### config.mk
export PLATFORM = sky130hd
export DESIGN_NAME = pipeline_hazard_ctrl
export DESIGN_NICKNAME = d
export VERILOG_FILES = /design/src/rtl/pipeline_hazard_ctrl.sv
export SDC_FILE = /design/constraint.sdc
export NUM_CORES = 1
export LEC_CHECK = 0
export BUFFER_PORTS_ARGS = -buffer_cell sky130_fd_sc_hd__buf_2
export CAP_MARGIN = 20
export CORE_MARGIN = 3
export CORE_UTILIZATION = 46
export DETAILED_ROUTE_END_ITERATION = 7
export PLACE_DENSITY = 0.87
export SYNTH_ARGS = -nofsm -noshare
export SYNTH_HDL_FRONTEND = slang
export SYNTH_SLANG_ARGS = --single-unit
export TNS_END_PERCENT = 30
### constraint.sdc
create_clock -name clk -period 4.6 [get_ports clk]
set_clock_uncertainty 0.05 [all_clocks]
set_input_delay 0.46 -clock clk [delete_from_list [all_inputs] [get_ports clk]]
set_output_delay 0.46 -clock clk [all_outputs]
set_load 0.01 [all_outputs]
### src/rtl/pipeline_hazard_ctrl.sv
// Hazard/sequencing controller for the 5-stage RV32I pipeline: stalls, flushes, forwarding, memory-wait FSM.
// Optional perf counters are built when HAZARD_PERF_CNT_EN is defined.
module pipeline_hazard_ctrl #(
    parameter int REG_AW      = 5,
    parameter int MEM_TIMEOUT = 16,
    parameter int TO_CW       = 5
) (
    input  logic              clk,
    input  logic              rst_n,
    input  logic [REG_AW-1:0] Rs1D,
    input  logic [REG_AW-1:0] Rs2D,
    input  logic [REG_AW-1:0] Rs1E,
    input  logic [REG_AW-1:0] Rs2E,
    input  logic [REG_AW-1:0] RdE,
    input  logic [REG_AW-1:0] RdM,
    input  logic [REG_AW-1:0] RdW,
    input  logic              ResultSrcE,
    input  logic              RegWriteM,
    input  logic              RegWriteW,
    input  logic              PCSrcE,
    input  logic              MemReqM,
    input  logic              MemAckM,
    output logic              StallF,
    output logic              StallD,
    output logic              StallE,
    output logic              StallM,
    output logic              FlushD,
    output logic              FlushE,
    output logic              BubbleW,
    output logic [1:0]        ForwardAE,
    output logic [1:0]        ForwardBE,
    output logic              MemErr
`ifdef HAZARD_PERF_CNT_EN
    ,
    output logic [31:0]       PerfMemStall,
    output logic [31:0]       PerfLoadUse,
    output logic [31:0]       PerfFlush
`endif
);

    typedef enum logic [1:0] {S_IDLE, S_WAIT, S_ERR} state_t;

    state_t           state_q, state_d;
    logic [TO_CW-1:0] wait_cnt_q, wait_cnt_d;
    logic             mem_err_q, mem_err_d;
    logic             memstall;
    logic             lu;

    function automatic logic [1:0] fwd_sel(
        input logic [REG_AW-1:0] rs,
        input logic [REG_AW-1:0] rd_m,
        input logic [REG_AW-1:0] rd_w,
        input logic              we_m,
        input logic              we_w
    );
        if (we_m && (rd_m != '0) && (rd_m == rs))
            return 2'b10;
        else if (we_w && (rd_w != '0) && (rd_w == rs))
            return 2'b01;
        else
            return 2'b00;
    endfunction

    always_comb begin
        state_d    = state_q;
        wait_cnt_d = wait_cnt_q;
        mem_err_d  = mem_err_q;
        case (state_q)
            S_IDLE: begin
                if (MemReqM && !MemAckM) begin
                    state_d    = S_WAIT;
                    wait_cnt_d = '0;
                end
            end
            S_WAIT: begin
                if (MemAckM) begin
                    state_d = S_IDLE;
                end else if (wait_cnt_q == TO_CW'(MEM_TIMEOUT - 1)) begin
                    state_d   = S_ERR;
                    mem_err_d = 1'b1;
                end else begin
                    // Only counts below the timeout limit, so it saturates instead of wrapping.
                    wait_cnt_d = wait_cnt_q + TO_CW'(1);
                end
            end
            S_ERR:   state_d = S_ERR;
            default: state_d = S_IDLE;
        endcase
    end

    always_ff @(posedge clk or negedge rst_n) begin
        if (!rst_n) begin
            state_q    <= S_IDLE;
            wait_cnt_q <= '0;
            mem_err_q  <= 1'b0;
        end else begin
            state_q    <= state_d;
            wait_cnt_q <= wait_cnt_d;
            mem_err_q  <= mem_err_d;
        end
    end

    assign memstall = (state_q == S_ERR) ||
                      (!MemAckM && ((state_q == S_WAIT) || ((state_q == S_IDLE) && MemReqM)));
    assign lu       = ResultSrcE && (RdE != '0) && ((RdE == Rs1D) || (RdE == Rs2D));
    assign MemErr   = mem_err_q;

    // Outputs are gated by rst_n so nothing leaks from live inputs while reset is held.
    always_comb begin
        StallF    = 1'b0;
        StallD    = 1'b0;
        StallE    = 1'b0;
        StallM    = 1'b0;
        FlushD    = 1'b0;
        FlushE    = 1'b0;
        BubbleW   = 1'b0;
        ForwardAE = 2'b00;
        ForwardBE = 2'b00;
        if (rst_n) begin
            if (memstall) begin
                StallF  = 1'b1;
                StallD  = 1'b1;
                StallE  = 1'b1;
                StallM  = 1'b1;
                BubbleW = 1'b1;
            end else if (PCSrcE) begin
                FlushD = 1'b1;
                FlushE = 1'b1;
            end else if (lu) begin
                StallF = 1'b1;
                StallD = 1'b1;
                FlushE = 1'b1;
            end
            ForwardAE = fwd_sel(Rs1E, RdM, RdW, RegWriteM, RegWriteW);
            ForwardBE = fwd_sel(Rs2E, RdM, RdW, RegWriteM, RegWriteW);
        end
    end

`ifdef HAZARD_PERF_CNT_EN
    logic [31:0] perf_ms_q, perf_ms_d;
    logic [31:0] perf_lu_q, perf_lu_d;
    logic [31:0] perf_fl_q, perf_fl_d;

    always_comb begin
        perf_ms_d = perf_ms_q;
        perf_lu_d = perf_lu_q;
        perf_fl_d = perf_fl_q;
        if (memstall)
            perf_ms_d = perf_ms_q + 32'd1;
        else if (PCSrcE)
            perf_fl_d = perf_fl_q + 32'd1;
        else if (lu)
            perf_lu_d = perf_lu_q + 32'd1;
    end

    always_ff @(posedge clk or negedge rst_n) begin
        if (!rst_n) begin
            perf_ms_q <= '0;
            perf_lu_q <= '0;
            perf_fl_q <= '0;
        end else begin
            perf_ms_q <= perf_ms_d;
            perf_lu_q <= perf_lu_d;
            perf_fl_q <= perf_fl_d;
        end
    end

    assign PerfMemStall = perf_ms_q;
    assign PerfLoadUse  = perf_lu_q;
    assign PerfFlush    = perf_fl_q;
`endif

endmodule
Yosys cells after proc, flatten, opt, wreduce, memory -nomap -nowiden
Index checks and enable logic that the tools add are counted.

cells by class
  bitwise operators = 1
  muxes and demuxes = 26
  add/sub/neg operators = 1
  equality and inequality tests = 13
  reduce and logical (&&, ||, !) cells = 23

operator list
  cell                                                              count
  5-bit == test                                                     6
  5-bit two-way mux                                                 3
  5-bit nonzero test                                                3
  1-bit two-way mux                                                 14
  2-bit two-way mux                                                 7
  1-bit logical AND                                                 11
  5-bit one-hot mux with 2 select lines                             1
  2-bit != test (second input constant)                             3
  2-bit one-hot mux with 3 select lines                             1
  5-bit by 1-bit adder with 5-bit output (second input constant)    1
  5-bit by 4-bit == test with 1-bit output (second input constant)  1
  4-bit AND reduction                                               1
  1-bit logical OR                                                  3
  3-bit != test (second input constant)                             1
  3-bit AND reduction                                               1
  2-bit by 1-bit == test with 1-bit output (second input constant)  1
  2-bit == test (second input constant)                             1
  2-bit logical NOT                                                 1
  2-bit AND reduction                                               1
  2-bit nonzero test                                                1
  1-bit logical NOT                                                 1
  1-bit inverter                                                    1

word-level totals
  input port bits = 43
  register bits after elaboration = 8

Logic depth before layout (Yosys ltp)
Gate-level depths: netlist of the first run.

  depth after elaboration = 7
  gate-level depth with buffers = 7

Worst setup path before layout of the first run
No wires, ideal clock.

  path kind = input-to-output
  from = input RdE[3]
  to = output StallF
  required time = 4.090 ns
  path slack = 2.363 ns
  data arrival time = 1.727 ns
  stages = 5
  cell sequence = xor2_1 > nor3_1 > a22oi_1 > o41ai_1 > buf_4

on the way
  word-level cells in the longest chain between the ends = 7
  elaborated cells on any way between the ends = 10
  those cells by class = 2 x eq/ne; 4 x mux; 4 x reduce/logical

RTL lines
  what                                                   line  text
  start, declared                                        14    input logic [REG_AW-1:0] RdE,
  5-bit == test or 5-bit nonzero test (tied branches)    105   assign lu = ResultSrcE && (RdE != '0) && ((RdE == Rs1D) || (RdE == Rs2D));
  1-bit logical OR or 1-bit logical AND (tied branches)  105
  1-bit logical AND (*)                                  105
  1-bit two-way mux (*) (4 in a row)                     --
  end, declared                                          23    output logic StallF,

Mark *: on every way between the ends. The rest lies on a longest branch, timed or not.

Final worst setup path of the first run
  from = input RdM[1]
  to = output ForwardBE[0]

on the way
  word-level cells in the longest chain between the ends = 5
  elaborated cells on any way between the ends = 6
  those cells by class = 1 x eq/ne; 2 x mux; 3 x reduce/logical

RTL lines
  what                   line  text
  start, declared        15    input logic [REG_AW-1:0] RdM,
  5-bit nonzero test     56    if (we_m && (rd_m != '0) && (rd_m == rs))
  1-bit logical AND      56
  1-bit logical AND (*)  56
  2-bit two-way mux (*)  56
  2-bit two-way mux (*)  119   if (rst_n) begin
  end, declared          31    output logic [1:0] ForwardBE,

Marks and branches as above.

==> results of run 1 <==
worst max-delay path, cell delays in order:
cell     delay, ns
buf_2         0.12
or4_1         0.54
o21ai_2       0.17
nor4_1        0.10
nor4_2        0.26
buf_2         0.16
cell usage after synthesis:
master and count:
o31ai_1 1, xor2_1 24, nand3_1 3, o21ai_0 5
a21oi_1 1, nor2_1 9, nor3_1 2, o21ai_2 1
nor4_2 2, a22oi_1 1, dfrtp_1 8, nand4_1 1
and3_1 1, ha_1 2, mux2_2 2, or4_1 5
and2_2 2, or3_1 1, xnor2_1 6, or2_2 1
nand2_1 9, nand2b_1 1, buf_2 2, mux2i_1 1
nor4_1 2, inv_1 3, a22o_1 4, buf_4 3
o211ai_1 1, o21bai_1 2, o41ai_1 1
cell families after synthesis:
kind of cell | share of synthesized area (%)
xor+xnor | 29.2
compound gates | 13.4
buf+inv | 4.87
mux | 3.62
simple gates | 23.8
flops | 22.3
fa+ha+maj | 2.79
sequential cells by signal, indices dropped and copies added (netlist names):
name	flops
wait_cnt_q	5
state_q	2
MemErr	1
where the power goes:
group / internal [mW] / switching [mW]
combinational: 0.0443 / 0.0419
clock: 0.0299 / 0.0249
sequential: 0.0802 / 0.0114
final cells by class:
class	count	area, sq um
Multi-Input combinational cell	91	654
Fill cell	163	593
Timing Repair Buffer	54	270
Sequential cell	8	200
Tap cell	25	31.3
Clock buffer	3	22.5
Inverter	3	11.3
per-stage QoR:
stage / worst slack (ns) / cells / area, sq um / utilization (%) / hold WS (ns)
2_1_floorplan: 2.36 / 107 / 898 / - / 0.114
3_3_place_gp: 2.33 / 181 / 1170 / 65.5 / 0.293
3_5_place_dp: 2.26 / 181 / 1170 / 65.5 / 0.294
4_1_cts: 2.26 / 184 / 1190 / 66.7 / 0.0134
5_1_grt: 2.20 / 184 / 1190 / 66.7 / 0.0223
6_report: 2.28 / 184 / 1190 / 66.7 / 0.0116
per-layer routing:
metal,global-route usage (%),share of wire [%],wire (um)
met4,6.91,0.92,21
met3,5.93,8.7,198
met1,19.8,40,922
met5,0,0,0
met2,33.9,50,1140
worst min-delay path by stage:
stage,end,slack [ns],start,depth (start not counted)
floorplan,MemErr$_DFFE_PN0P_,0.11,rst_n,0
global placement,wait_cnt_q[0]$_DFFE_PN0P_,0.29,rst_n,1
detailed placement,wait_cnt_q[0]$_DFFE_PN0P_,0.29,rst_n,1
CTS,wait_cnt_q[0]$_DFFE_PN0P_,0.01,rst_n,1
global route,wait_cnt_q[0]$_DFFE_PN0P_,0.02,rst_n,1
finish,wait_cnt_q[0]$_DFFE_PN0P_,0.01,rst_n,1
==> results.sh, run 1 <==
export IMPL_peakVddDrop_v=0.000201
export IMPL_n_antenna_cell=0
export IMPL_first_pass_iters=4
export IMPL_slew_headroom_pct=62.0
export IMPL_synth_largest_area_cell="xor2_1"
export IMPL_fin_total_pwr_uw=233
export IMPL_die_w_um=50.2
export IMPL_dp_hpwl_um=1960
export IMPL_syn_to_final_growth_pct=32.5
export IMPL_place_congestion=0.818
export IMPL_cts_repair_resized=0
export IMPL_row_count=15
export IMPL_hold_violations=0
export IMPL_io_pins=55
export IMPL_setup_violations=0
export IMPL_die_area_sq_um=2520
export IMPL_r2r_slack_ns=2.62
export IMPL_max_cap_violations=0
export IMPL_wirelength_um=2290
export IMPL_fin_crit_sh_pct=50.5
export IMPL_drtIter0Drc=7
export IMPL_syn_area_sq_um=898
export IMPL_post_route_min_period_ns=2.32
export IMPL_port_buffer_count=54
export IMPL_postCtsSetupRepairBufs=0
export IMPL_h_tree_depth=1
export IMPL_clkTransAtPathRegs_ns=0.05
export IMPL_timing_setup_tns_ns=0
export IMPL_worstSetupPathType="in -> out"
export IMPL_track_usage_pct=18.7
export IMPL_cts_tree="done"
export IMPL_status="finished clean"
export IMPL_core_area_sq_um=1780
export IMPL_grt_overflow=0
export IMPL_clkLatencyLatePin_ns=0.26
export IMPL_ctsHoldBuffers=0
export IMPL_numCtsBuffers=3
export IMPL_via_per_inst=5.15
export IMPL_cellLeakagePower_nw=0.597
export IMPL_initial_core_util_pct=50.4
export IMPL_drive_above_1_share_pct=40.9
export IMPL_root_buffer="clkbuf_4"
export IMPL_vias=948
export IMPL_worstReg2RegStart="wait_cnt_q[0]$_DFFE_PN0P_"
export IMPL_grt_max_degree=15
export IMPL_synthDistinctLibCells=31
export IMPL_synth_nets=152
export IMPL_ant_nets=0
export IMPL_cts_sinks=8
export IMPL_end_kind="output pin"
export IMPL_nets=206
export IMPL_synthTopCellsByArea="xor2_1 (23%), dfrtp_1 (22%), xnor2_1 (5.8%)"
export IMPL_critPathMaxFanout=3
export IMPL_required_ns=4.09
export IMPL_clk_path_buf_depth=2
export IMPL_grt_pass1_wl_um=3660
export IMPL_worstPathArrival_ns=1.81
export IMPL_seq_area_frac_synth_pct=22.3
export IMPL_max_freq_ghz=0.431
export IMPL_mostFrequentLayoutCell="buf_2"
export IMPL_grt_pass1_vias=914
export IMPL_layout_common_cells="buf_2 (54), xor2_1 (24), nor2_1 (9), nand2_1 (9), dfrtp_1 (8)"
export IMPL_die_h_um=50.2
export IMPL_route_detailed_drc=0
export IMPL_startpoint_type="input pin"
export IMPL_rsz0062_at_grt="false"
export IMPL_drv_slew=0
export IMPL_syn_inst=107
export IMPL_synth_warnings=0
export IMPL_ys_seq_elements=8
export IMPL_r2r_end="wait_cnt_q[3]$_DFFE_PN0P_"
export IMPL_avgSynthCellArea_sq_um=8.40
export IMPL_hold_path_class="in -> async"
export IMPL_yosysTopAreaCellShare_pct=23.4
export IMPL_powerDensity_nw_per_um2=195
export IMPL_worstMarginPinSlew_ns=0.565
export IMPL_reg2reg_depth=7
export IMPL_critical_path_endpoint="ForwardBE[0]"
export IMPL_startpoint="RdM[1]"
export IMPL_wl_per_cell_um=12.4
export IMPL_grt_antenna_before_repair=0
No activity file was read; power rests on OpenSTA's default activity.
==> run 2, diff against run 1 <==
--- a/config.mk
+++ b/config.mk
@@ -8,9 +8,9 @@
 export BUFFER_PORTS_ARGS = -buffer_cell sky130_fd_sc_hd__buf_2
 export CAP_MARGIN = 20
 export CORE_MARGIN = 3
-export CORE_UTILIZATION = 46
+export CORE_UTILIZATION = 38
 export DETAILED_ROUTE_END_ITERATION = 7
-export PLACE_DENSITY = 0.87
+export PLACE_DENSITY = 0.77
 export SYNTH_ARGS = -nofsm -noshare
 export SYNTH_HDL_FRONTEND = slang
 export SYNTH_SLANG_ARGS = --single-unit
==> constraint.sdc (replaced) <==
create_clock -name clk -period 1.93 [get_ports clk]
set_clock_uncertainty 0.05 [all_clocks]
set_input_delay 0.193 -clock clk [delete_from_list [all_inputs] [get_ports clk]]
set_output_delay 0.193 -clock clk [all_outputs]
set_load 0.01 [all_outputs]
==> results.sh, run 2 (synthesis results as in run 1) <==
export IMPL_worstReg2RegStart="wait_cnt_q[0]$_DFFE_PN0P_"
export IMPL_end_kind="flop"
export IMPL_via_per_inst=5.22
export IMPL_worstPathArrival_ns=1.96
export IMPL_hold_path_class="in -> reg"
export IMPL_clkLatencyLatePin_ns=0.26
export IMPL_max_freq_ghz=0.538
export IMPL_worstSetupPathType="reg -> reg"
export IMPL_fill_cells=193
export IMPL_setup_violations=0
export IMPL_hold_slack_ns=0.161
export IMPL_row_count=16
export IMPL_io_pins=55
export IMPL_cts_sinks=8
export IMPL_slew_headroom_pct=61.5
export IMPL_grt_antenna_before_repair=0
export IMPL_fin_crit_sh_pct=96.3
export IMPL_route_detailed_drc=0
export IMPL_die_area_sq_um=2980
export IMPL_clk_path_buf_depth=2
export IMPL_post_route_min_period_ns=1.86
export IMPL_peakVddDrop_v=0.000327
export IMPL_h_tree_depth=1
export IMPL_worstMarginPinSlew_ns=0.572
export IMPL_worstHoldStart="MemReqM"
export IMPL_rsz0062_at_grt="false"
export IMPL_core_area_sq_um=2100
export IMPL_cts_tree="done"
export IMPL_port_buffer_count=54
export IMPL_first_pass_iters=4
export IMPL_powerDensity_nw_per_um2=468
export IMPL_r2r_end="wait_cnt_q[3]$_DFFE_PN0P_"
export IMPL_reg2reg_depth=7
export IMPL_hold_depth=3
export IMPL_seqCellArea_sq_um=200
export IMPL_wirelength_um=2600
export IMPL_stdcell_count=190
export IMPL_top_register="wait_cnt_q"
export IMPL_grt_pass1_vias=894
export IMPL_status="finished clean"
export IMPL_syn_to_final_growth_pct=36.8
export IMPL_grt_overflow=0
export IMPL_critPathMaxFanout=4
export IMPL_grt_max_degree=9
export IMPL_numCtsBuffers=3
export IMPL_dpl_cell_count=186
export IMPL_nets=210
export IMPL_initial_core_util_pct=42.7
export IMPL_max_cap_violations=0
export IMPL_vias=991
export IMPL_layout_common_cells="buf_2 (54), xor2_1 (24), nor2_1 (9), nand2_1 (9), dfrtp_1 (8)"
export IMPL_die_w_um=54.6
export IMPL_timing_setup_tns_ns=0
export IMPL_drtIter0Drc=14
export IMPL_place_congestion=0.860
export IMPL_ant_nets=0
export IMPL_mostFrequentLayoutCell="buf_2"
export IMPL_n_antenna_cell=0
export IMPL_grt_pass1_wl_um=3770
export IMPL_fin_total_pwr_uw=575
export IMPL_r2r_slack_ns=0.07
export IMPL_clkTransAtPathRegs_ns=0.06
export IMPL_drive_above_1_share_pct=42.3
export IMPL_whs_endpoint="state_q[0]$_DFFE_PN0P_"
export IMPL_dpl_worst_slack_ns=0.0968
export IMPL_multiInputGateArea_sq_um=658
export IMPL_required_ns=2.03
export IMPL_cellLeakagePower_nw=0.618
export IMPL_track_usage_pct=17.4
export IMPL_dp_hpwl_um=2140
export IMPL_root_buffer="clkbuf_4"
export IMPL_drv_slew=0
export IMPL_startpoint_type="flop"
export IMPL_fin_ws_ns=0.0717
export IMPL_wl_per_cell_um=13.7
export IMPL_largest_register_ffs=5
export IMPL_die_h_um=54.6
export IMPL_hold_violations=0
==> run 2: changes by cell type in the layout (fill, tap and decap cells not counted), sizes merged <==
| cell | change |
|---|---|
| buf | +3 |
| dlygate4sd3 | +1 |
==> run 2: where the power goes <==
part           leakage (nW)  switching [mW]  internal (mW)
Sequential            0.105          0.0278          0.191
Clock                0.0138          0.0645         0.0717
Combinational         0.499           0.109          0.111
Total                 0.618           0.202          0.373
==> run 2: layer usage <==
metal | global-route usage, % | part of all wire [%] | wire length, um
met5 | 0 | 0 | 0
met4 | 6.22 | 1.1 | 29
met3 | 1.91 | 8.1 | 210
met2 | 33.1 | 49 | 1290
met1 | 19.5 | 41 | 1070
==> run 2: final cells by class <==
cell class,count,area share (%)
multi-input combinational,91,53.6
timing repair buffer,58,24.6
sequential,8,16.3
tap,27,2.75
clock buffer,3,1.83
inverter,3,0.916
==> run 2: how the worst max path moves through the flow <==
stage | start | to | slack [ns] | cells after the start
after detailed placement | wait_cnt_q[0]$_DFFE_PN0P_ | wait_cnt_q[3]$_DFFE_PN0P_ | 0.1 | 7
after global routing | wait_cnt_q[0]$_DFFE_PN0P_ | wait_cnt_q[3]$_DFFE_PN0P_ | 0.004 | 7
after floorplan | wait_cnt_q[0]$_DFFE_PN0P_ | wait_cnt_q[3]$_DFFE_PN0P_ | 0.11 | 7
after global placement | wait_cnt_q[0]$_DFFE_PN0P_ | wait_cnt_q[3]$_DFFE_PN0P_ | 0.15 | 7
after CTS | wait_cnt_q[0]$_DFFE_PN0P_ | wait_cnt_q[3]$_DFFE_PN0P_ | 0.08 | 7
final | wait_cnt_q[0]$_DFFE_PN0P_ | wait_cnt_q[3]$_DFFE_PN0P_ | 0.07 | 7
==> run 2: what timing repair did <==
| item | in CTS | in global routing |
|---|---|---|
| hold endpoints to repair | 8 | 0 |
| setup endpoints to repair | 6 | 0 |
| resized for setup | 2 | 0 |
| setup buffers | 0 | 0 |
| hold buffers | 1 | 0 |
==> run 2: per-stage QoR <==
stage,instance area (sq um),util (%)
5_1_grt,1230,58.5
6_report,1230,58.5
4_1_cts,1230,58.5
2_1_floorplan,898,-
3_5_place_dp,1190,56.7
3_3_place_gp,1190,56.7
==> run 2: critical path: stages, from the launching register on <==
cell	delay, ns
dfrtp_1	0.41
ha_1	0.24
and3_1	0.19
ha_1	0.19
inv_1	0.09
nand4_1	0.11
mux2_2	0.28
a22o_1	0.18
